--- config.mk ---
export PLATFORM = sky130hd
export DESIGN_NAME = vga_sprite_engine
export DESIGN_NICKNAME = d
export VERILOG_FILES = /design/src/rtl/vga_sprite_engine.sv
export SDC_FILE = /design/constraint.sdc
export NUM_CORES = 1
export LEC_CHECK = 0
export ABC_CLOCK_PERIOD_IN_PS = 2300
export BUFFER_PORTS_ARGS = -buffer_cell sky130_fd_sc_hd__buf_2
export CAP_MARGIN = 30
export CORE_MARGIN = 5
export CORE_UTILIZATION = 38
export CTS_BUF_LIST = sky130_fd_sc_hd__clkbuf_16
export CTS_CLUSTER_DIAMETER = 100
export DETAILED_ROUTE_END_ITERATION = 10
export GPL_ROUTABILITY_DRIVEN = 0
export GPL_TIMING_DRIVEN = 0
export PLACE_DENSITY = 0.67
export SYNTH_ARGS = -nofsm -noshare
export SYNTH_HDL_FRONTEND = slang
export SYNTH_SLANG_ARGS = --single-unit
--- constraint.sdc ---
create_clock -name clk -period 2.3 [get_ports clk]
set_input_delay 0.115 -clock clk [delete_from_list [all_inputs] [get_ports clk]]
set_output_delay 0.115 -clock clk [all_outputs]
set_load 0.05 [all_outputs]
--- src/rtl/vga_sprite_engine.sv ---
`default_nettype none
// +----------------------------------------------------------------------------+
// | Module   : vga_sprite_engine                                               |
// | Purpose  : VGA timing generator compositing flat-colour sprites over a     |
// |            background, with per-frame double-buffered sprite state.        |
// | Revision : 1.0 - initial release                                           |
// +----------------------------------------------------------------------------+
module vga_sprite_engine #(
  parameter int          NUM_SPRITES = 5,
  parameter int          SPRITE_W    = 32,
  parameter int          SPRITE_H    = 32,
  parameter int          CLK_DIV     = 2,
  parameter int          H_ACTIVE    = 640,
  parameter int          H_FP        = 16,
  parameter int          H_SYNC      = 96,
  parameter int          H_BP        = 48,
  parameter int          V_ACTIVE    = 480,
  parameter int          V_FP        = 10,
  parameter int          V_SYNC      = 2,
  parameter int          V_BP        = 33,
  parameter logic [23:0] BG_COLOR    = 24'h70C5CE
) (
  input  logic                        clk,
  input  logic                        rst,
  input  logic [10*NUM_SPRITES-1:0]   sprite_x,
  input  logic [10*NUM_SPRITES-1:0]   sprite_y,
  input  logic [NUM_SPRITES-1:0]      sprite_en,
  input  logic [24*NUM_SPRITES-1:0]   sprite_color,
  output logic                        vga_clk,
  output logic                        hsync,
  output logic                        vsync,
  output logic                        blank,
  output logic                        sync,
  output logic [7:0]                  vga_r,
  output logic [7:0]                  vga_g,
  output logic [7:0]                  vga_b,
  output logic                        frame_start,
  output logic                        collision
);

  localparam int         c_div_w    = $clog2(CLK_DIV);
  localparam logic [9:0] c_h_active = 10'(H_ACTIVE);
  localparam logic [9:0] c_v_active = 10'(V_ACTIVE);
  localparam logic [9:0] c_h_last   = 10'(H_ACTIVE + H_FP + H_SYNC + H_BP - 1);
  localparam logic [9:0] c_v_last   = 10'(V_ACTIVE + V_FP + V_SYNC + V_BP - 1);
  localparam logic [9:0] c_hs_start = 10'(H_ACTIVE + H_FP);
  localparam logic [9:0] c_hs_end   = 10'(H_ACTIVE + H_FP + H_SYNC);
  localparam logic [9:0] c_vs_start = 10'(V_ACTIVE + V_FP);
  localparam logic [9:0] c_vs_end   = 10'(V_ACTIVE + V_FP + V_SYNC);

  logic [c_div_w-1:0]        r_div;
  logic [c_div_w-1:0]        w_div_next;
  logic                      r_vga_clk;
  logic                      w_pix_en;
  logic [9:0]                r_hcnt;
  logic [9:0]                r_vcnt;
  logic                      w_latch;

  logic [10*NUM_SPRITES-1:0] r_sh_x;
  logic [10*NUM_SPRITES-1:0] r_sh_y;
  logic [NUM_SPRITES-1:0]    r_sh_en;
  logic [24*NUM_SPRITES-1:0] r_sh_col;

  logic [NUM_SPRITES-1:0]    w_hit;
  logic                      w_vis;
  logic                      w_hs_n;
  logic                      w_vs_n;
  logic [NUM_SPRITES-1:0]    r_hit_s1;
  logic                      r_vis_s1;
  logic                      r_hs_s1;
  logic                      r_vs_s1;
  logic                      w_multi;
  logic [23:0]               w_color;
  logic [23:0]               r_rgb_s2;
  logic                      r_vis_s2;
  logic                      r_hs_s2;
  logic                      r_vs_s2;
  logic                      r_frame_start;
  logic                      r_coll_acc;
  logic                      r_collision;

  // Power-of-two divider: the MSB of the next count is the 50% duty pixel clock,
  // and pix_en is the count just before that MSB rises.
  assign w_div_next = r_div + c_div_w'(1);
  assign w_pix_en   = (r_div == c_div_w'(CLK_DIV / 2 - 1));

  always_ff @(posedge clk) begin
    if (rst) begin
      r_div     <= '0;
      r_vga_clk <= 1'b0;
    end else begin
      r_div     <= w_div_next;
      r_vga_clk <= w_div_next[c_div_w-1];
    end
  end

  always_ff @(posedge clk) begin
    if (rst) begin
      r_hcnt <= '0;
      r_vcnt <= '0;
    end else if (w_pix_en) begin
      if (r_hcnt == c_h_last) begin
        r_hcnt <= '0;
        r_vcnt <= (r_vcnt == c_v_last) ? '0 : r_vcnt + 10'd1;
      end else begin
        r_hcnt <= r_hcnt + 10'd1;
      end
    end
  end

  assign w_latch = w_pix_en && (r_hcnt == '0) && (r_vcnt == c_v_active);

  always_ff @(posedge clk) begin
    if (rst) begin
      r_sh_x   <= '0;
      r_sh_y   <= '0;
      r_sh_en  <= '0;
      r_sh_col <= '0;
    end else if (w_latch) begin
      r_sh_x   <= sprite_x;
      r_sh_y   <= sprite_y;
      r_sh_en  <= sprite_en;
      r_sh_col <= sprite_color;
    end
  end

  // Ten-bit subtraction wraps, so positions near 1023 sit partly off the left/top edge.
  for (genvar gi = 0; gi < NUM_SPRITES; gi++) begin : g_hit
    logic [9:0] w_dx;
    logic [9:0] w_dy;
    assign w_dx      = r_hcnt - r_sh_x[10*gi +: 10];
    assign w_dy      = r_vcnt - r_sh_y[10*gi +: 10];
    assign w_hit[gi] = r_sh_en[gi] && ({1'b0, w_dx} < 11'(SPRITE_W))
                                   && ({1'b0, w_dy} < 11'(SPRITE_H));
  end

  assign w_vis  = (r_hcnt < c_h_active) && (r_vcnt < c_v_active);
  assign w_hs_n = !((r_hcnt >= c_hs_start) && (r_hcnt < c_hs_end));
  assign w_vs_n = !((r_vcnt >= c_vs_start) && (r_vcnt < c_vs_end));

  always_ff @(posedge clk) begin
    if (rst) begin
      r_hit_s1 <= '0;
      r_vis_s1 <= 1'b0;
      r_hs_s1  <= 1'b1;
      r_vs_s1  <= 1'b1;
    end else if (w_pix_en) begin
      r_hit_s1 <= w_hit;
      r_vis_s1 <= w_vis;
      r_hs_s1  <= w_hs_n;
      r_vs_s1  <= w_vs_n;
    end
  end

  // Scanning from the top index down leaves the lowest hitting sprite on top.
  always_comb begin
    w_color = BG_COLOR;
    for (int i = NUM_SPRITES - 1; i >= 0; i--) begin
      if (r_hit_s1[i]) w_color = r_sh_col[24*i +: 24];
    end
  end

  assign w_multi = |(r_hit_s1 & (r_hit_s1 - NUM_SPRITES'(1)));

  always_ff @(posedge clk) begin
    if (rst) begin
      r_rgb_s2 <= '0;
      r_vis_s2 <= 1'b0;
      r_hs_s2  <= 1'b1;
      r_vs_s2  <= 1'b1;
    end else if (w_pix_en) begin
      r_rgb_s2 <= r_vis_s1 ? w_color : 24'h0;
      r_vis_s2 <= r_vis_s1;
      r_hs_s2  <= r_hs_s1;
      r_vs_s2  <= r_vs_s1;
    end
  end

  always_ff @(posedge clk) begin
    if (rst) begin
      r_frame_start <= 1'b0;
      r_coll_acc    <= 1'b0;
      r_collision   <= 1'b0;
    end else begin
      r_frame_start <= w_latch;
      if (w_latch) begin
        r_collision <= r_coll_acc;
        r_coll_acc  <= 1'b0;
      end else if (w_pix_en && r_vis_s1 && w_multi) begin
        r_coll_acc  <= 1'b1;
      end
    end
  end

  assign vga_clk     = r_vga_clk;
  assign hsync       = r_hs_s2;
  assign vsync       = r_vs_s2;
  assign blank       = r_vis_s2;
  assign sync        = 1'b0;
  assign vga_r       = r_rgb_s2[23:16];
  assign vga_g       = r_rgb_s2[15:8];
  assign vga_b       = r_rgb_s2[7:0];
  assign frame_start = r_frame_start;
  assign collision   = r_collision;

endmodule
`default_nettype wire

==> results.md <==
- Status: finished, final reports clean
- Hold Path Cell Cnt: 4
- Worst reg2reg endpoint: r_hit_s1[2]$_SDFFE_PP0N_
- WHS: 0.06782 ns
- Final ANT Viol Nets: 0
- Max Cap Viol: 0
- IO Port Bufs: 256
- Die Y: 204.5 um
- Critical Path RT: 2.72 ns
- Max Buffers Root-to-Sink: 3
- Crit path kind: flip-flop to flip-flop
- Slew @ Worst Pin: 0.9082 ns
- Achievable Freq: 0.4351 GHz
- Sinks on Clock Net: 284
- Area grow syn2layout: 41.04%
- Syn_nets: 2185
- Initial antenna violation count: 9
- Worst Hold Class: input port to flip-flop
- Design area: 0.02027 sq mm
- Chip width: 204.5 um
- Crit path top cell by count: a21oi_1
- Pins Over Slew Limit: 0
- Clock Pin Slew Worst Setup and Hold Paths: 0.06 ns
- Detailed Place HPWL: 36.76 mm
- R2R Path Start: r_vcnt[2]$_SDFFE_PP0P_
- Synth cell types: 69
- Slowest Stage Delay on Critical Path: 0.40 ns
- FF-to-FF setup slack: 0.002 ns
- Yosys warnings: 0
- CP startpoint kind: flip-flop
- Syn avg cell area: 7.667 sq um
- Final Skew: 0.02541 ns
- EDFF count, synth: 0
- Dominant cell type by area after synthesis: dfxtp_1
- Final period util: 99.92%
- Hold Fails Final Rpt: 0
- Placeable Area: 0.03749 sq mm
- Wirelength per Cell: 18.32 um
- Layout Cells excl Fill: 2957
- Die footprint: 0.04180 sq mm
- Pre-Repair DR Iteration Count: 7
- GRT Total Usage: 24.81%
- Leakage: 7.872 nW
- Routed WL: 54.18 mm
- Worst-skew pair later-pin latency: 0.52 ns
- Worst hold start: rst
- GR Overflow Total: 0
- Worst path slowest cell: dfxtp_4
- Sequential share of the synthesized area: 39.57%
- IO Count: 258
- Maximum vdd drop: 0.3913 mV
- Worst setup EP type: flip-flop
- Final setup vio count: 0
- RSZ-0062 raised after global routing: true
- Vias per inst: 5.247
- Tmin final: 2.298 ns
- CP Cell Sequence: ha_1 -> a21oi_1 -> o21ai_0 -> a21o_1 -> a21oi_1 -> xor2_2 -> o21ai_1 -> o31ai_2
- Final-stage net count: 2724
- H-tree levels: 2
- Synth top area share: 39.57%
- Critical path data arrival time: 2.72 ns
- Initial Util: 38.33%
- Most common cell after layout, fill and taps aside: nand2_1
- Total CTS buffers: 34
- FILL cells: 3373
- R2r worst-path depth: 8
- Most frequent cells in the layout: nand2_1, buf_2, dfxtp_1, a21oi_1, dlygate4sd3_1
- PnR Total Power: 11.13 mW
- Asr flop ratio synth: 0%
- CTS tree: yes
- Synth area leaders: dfxtp_1, nand2_1, a21oi_1
- Largest net degree at the start of global routing: 13
- Cell area after synthesis: 0.01437 sq mm
- First-pass GRT wire length: 82.81 mm
- 1st-iter DRT viols: 1366
- Cell Count Post-Placement: 2641
- Post-route setup slack: 0.001782 ns
- Layout cell share with drive strength beyond 1: 20.64%
- PwrDens: 549.3 mW/mm^2
- Number of global-route vias before repair: 15.38k
- DP Worst Slack: -0.9300 ns
- Row count: 71
- Synthesized instance count: 1874
- Via count: 15.52k
- Flops & latches, synth: 284
- Clock root cell: clkbuf_16
- Placed inst area: 0.01629 sq mm
- Synth Flop Type: dfxtp_1
- Worst-path maximum fanout: 6
- DRC Markers: 0
- Slew headroom: 39.46%
- Hold Path Sink: r_hcnt[3]$_SDFFE_PP0N_
-- registers in the layout, summed over array words and instances, names as in the netlist --
name / flops
r_sh_col: 120
r_sh_x: 50
r_sh_y: 50
r_rgb_s2: 24
r_hcnt: 10
r_vcnt: 10
r_hit_s1: 5
r_sh_en: 5
blank: 1
collision: 1
frame_start: 1
hsync: 1
r_coll_acc: 1
r_hs_s1: 1
r_vis_s1: 1
r_vs_s1: 1
vga_clk: 1
vsync: 1
-- critical path, delay by kind of cell (launching register included) --
family                   cells  cell delay (ns)
AO/OA/AOI/OAI                6             1.15
flip-flops                   1             0.40
adder cells (fa/ha/maj)      1             0.33
XOR/XNOR                     1             0.31
-- through the flow --
stage | setup TNS [ns] | util, %
final | 0 | 54.06
after global routing | -0.1254 | 54.05
after CTS | 0 | 52.87
after floorplan | 0 | -
after global placement | -140.34 | 43.45
after detailed placement | -148.74 | 43.45
-- kinds of logic (layout without fill, tap and decap cells) --
logic type               after synthesis  count (layout)  synth area share, %
AND/OR/NAND/NOR                      738             738                21.80
AO/OA/AOI/OAI                        485             485                20.29
flip-flops                           284             284                39.57
buffers and inverters                220             783                7.053
adder cells (fa/ha/maj)               85              85                7.384
XOR/XNOR                              43              43                2.621
multiplexers                          18              18                1.254
other                                  1              10              0.02610
-- per-layer routing --
metal / vias to the layer above / share of wire [%] / global-route usage (%)
li1: 7411 / - / -
met1: 7205 / 42 / 31.81
met2: 706 / 46 / 40.54
met3: 192 / 7.3 / 4.649
met4: 2 / 5.2 / 11.49
met5: - / 0.024 / 0
-- final cells by class --
cell class	count	area, sq um	share of cell area, %
multi-input cells	1370	8063	39.79
flip-flops and latches	284	5739	28.32
repair buffers	505	3729	18.40
clock buffers	34	850.8	4.198
well taps	511	639.4	3.155
plain buffers	108	614.3	3.031
inverters	110	412.9	2.037
clock inverters	26	195.2	0.9631
diodes	9	22.52	0.1111
-- cells in the mapped netlist (4+ instances only) --
library cell,n
xor2_1,26
nor3_1,27
nand4_1,14
buf_6,4
nor2_1,75
a31oi_1,7
a22oi_1,24
buf_8,8
nand2_1,518
a221oi_1,13
dfxtp_1,284
o31ai_1,10
clkbuf_1,62
o22ai_1,13
ha_1,84
nor2b_1,23
nand2b_1,14
o21bai_1,4
o211ai_1,8
mux2i_1,18
a211oi_1,7
a21oi_2,21
xnor2_1,17
nand2_2,20
o2111ai_1,5
a21oi_1,261
buf_2,26
o21a_1,5
buf_1,4
inv_1,110
o21ai_0,64
buf_4,5
a21o_1,19
nor4_1,6
and3_1,9
nand3_1,12
-- worst max path at each step --
stage / start / endpoint / cells past startpoint
floorplan: vga_clk$_SDFF_PP0_ / r_vcnt[0]$_SDFFE_PP0P_ / 7
global placement: r_vcnt[1]$_SDFFE_PP0P_ / r_sh_col[116]$_SDFFE_PP0P_ / 10
detailed placement: r_vcnt[1]$_SDFFE_PP0P_ / r_sh_col[85]$_SDFFE_PP0P_ / 10
CTS: r_hcnt[6]$_SDFFE_PP0N_ / r_hit_s1[4]$_SDFFE_PP0N_ / 8
global route: r_vcnt[4]$_SDFFE_PP0P_ / r_sh_col[105]$_SDFFE_PP0P_ / 9
finish: r_vcnt[2]$_SDFFE_PP0P_ / r_hit_s1[2]$_SDFFE_PP0N_ / 8
-- power by group --
part | leakage, nW | switching, mW | total, mW | internal, mW
Clock | 0.521 | 2.19 | 5.12 | 2.93
Sequential | 2.30 | 0.0373 | 4.97 | 4.93
Combinational | 5.05 | 0.499 | 1.04 | 0.542
Total | 7.87 | 2.72 | 11.1 | 8.41
-- timing repair --
item / in CTS / in global routing
pin swaps: 6 / 30
hold buffers: 226 / 0
gates cloned: 0 / 1
endpoints found under the hold margin: 226 / 0
setup endpoints to repair: 258 / 220
setup buffers: 11 / 11
resized for setup: 45 / 75
Power figures use the tool's default switching activity.
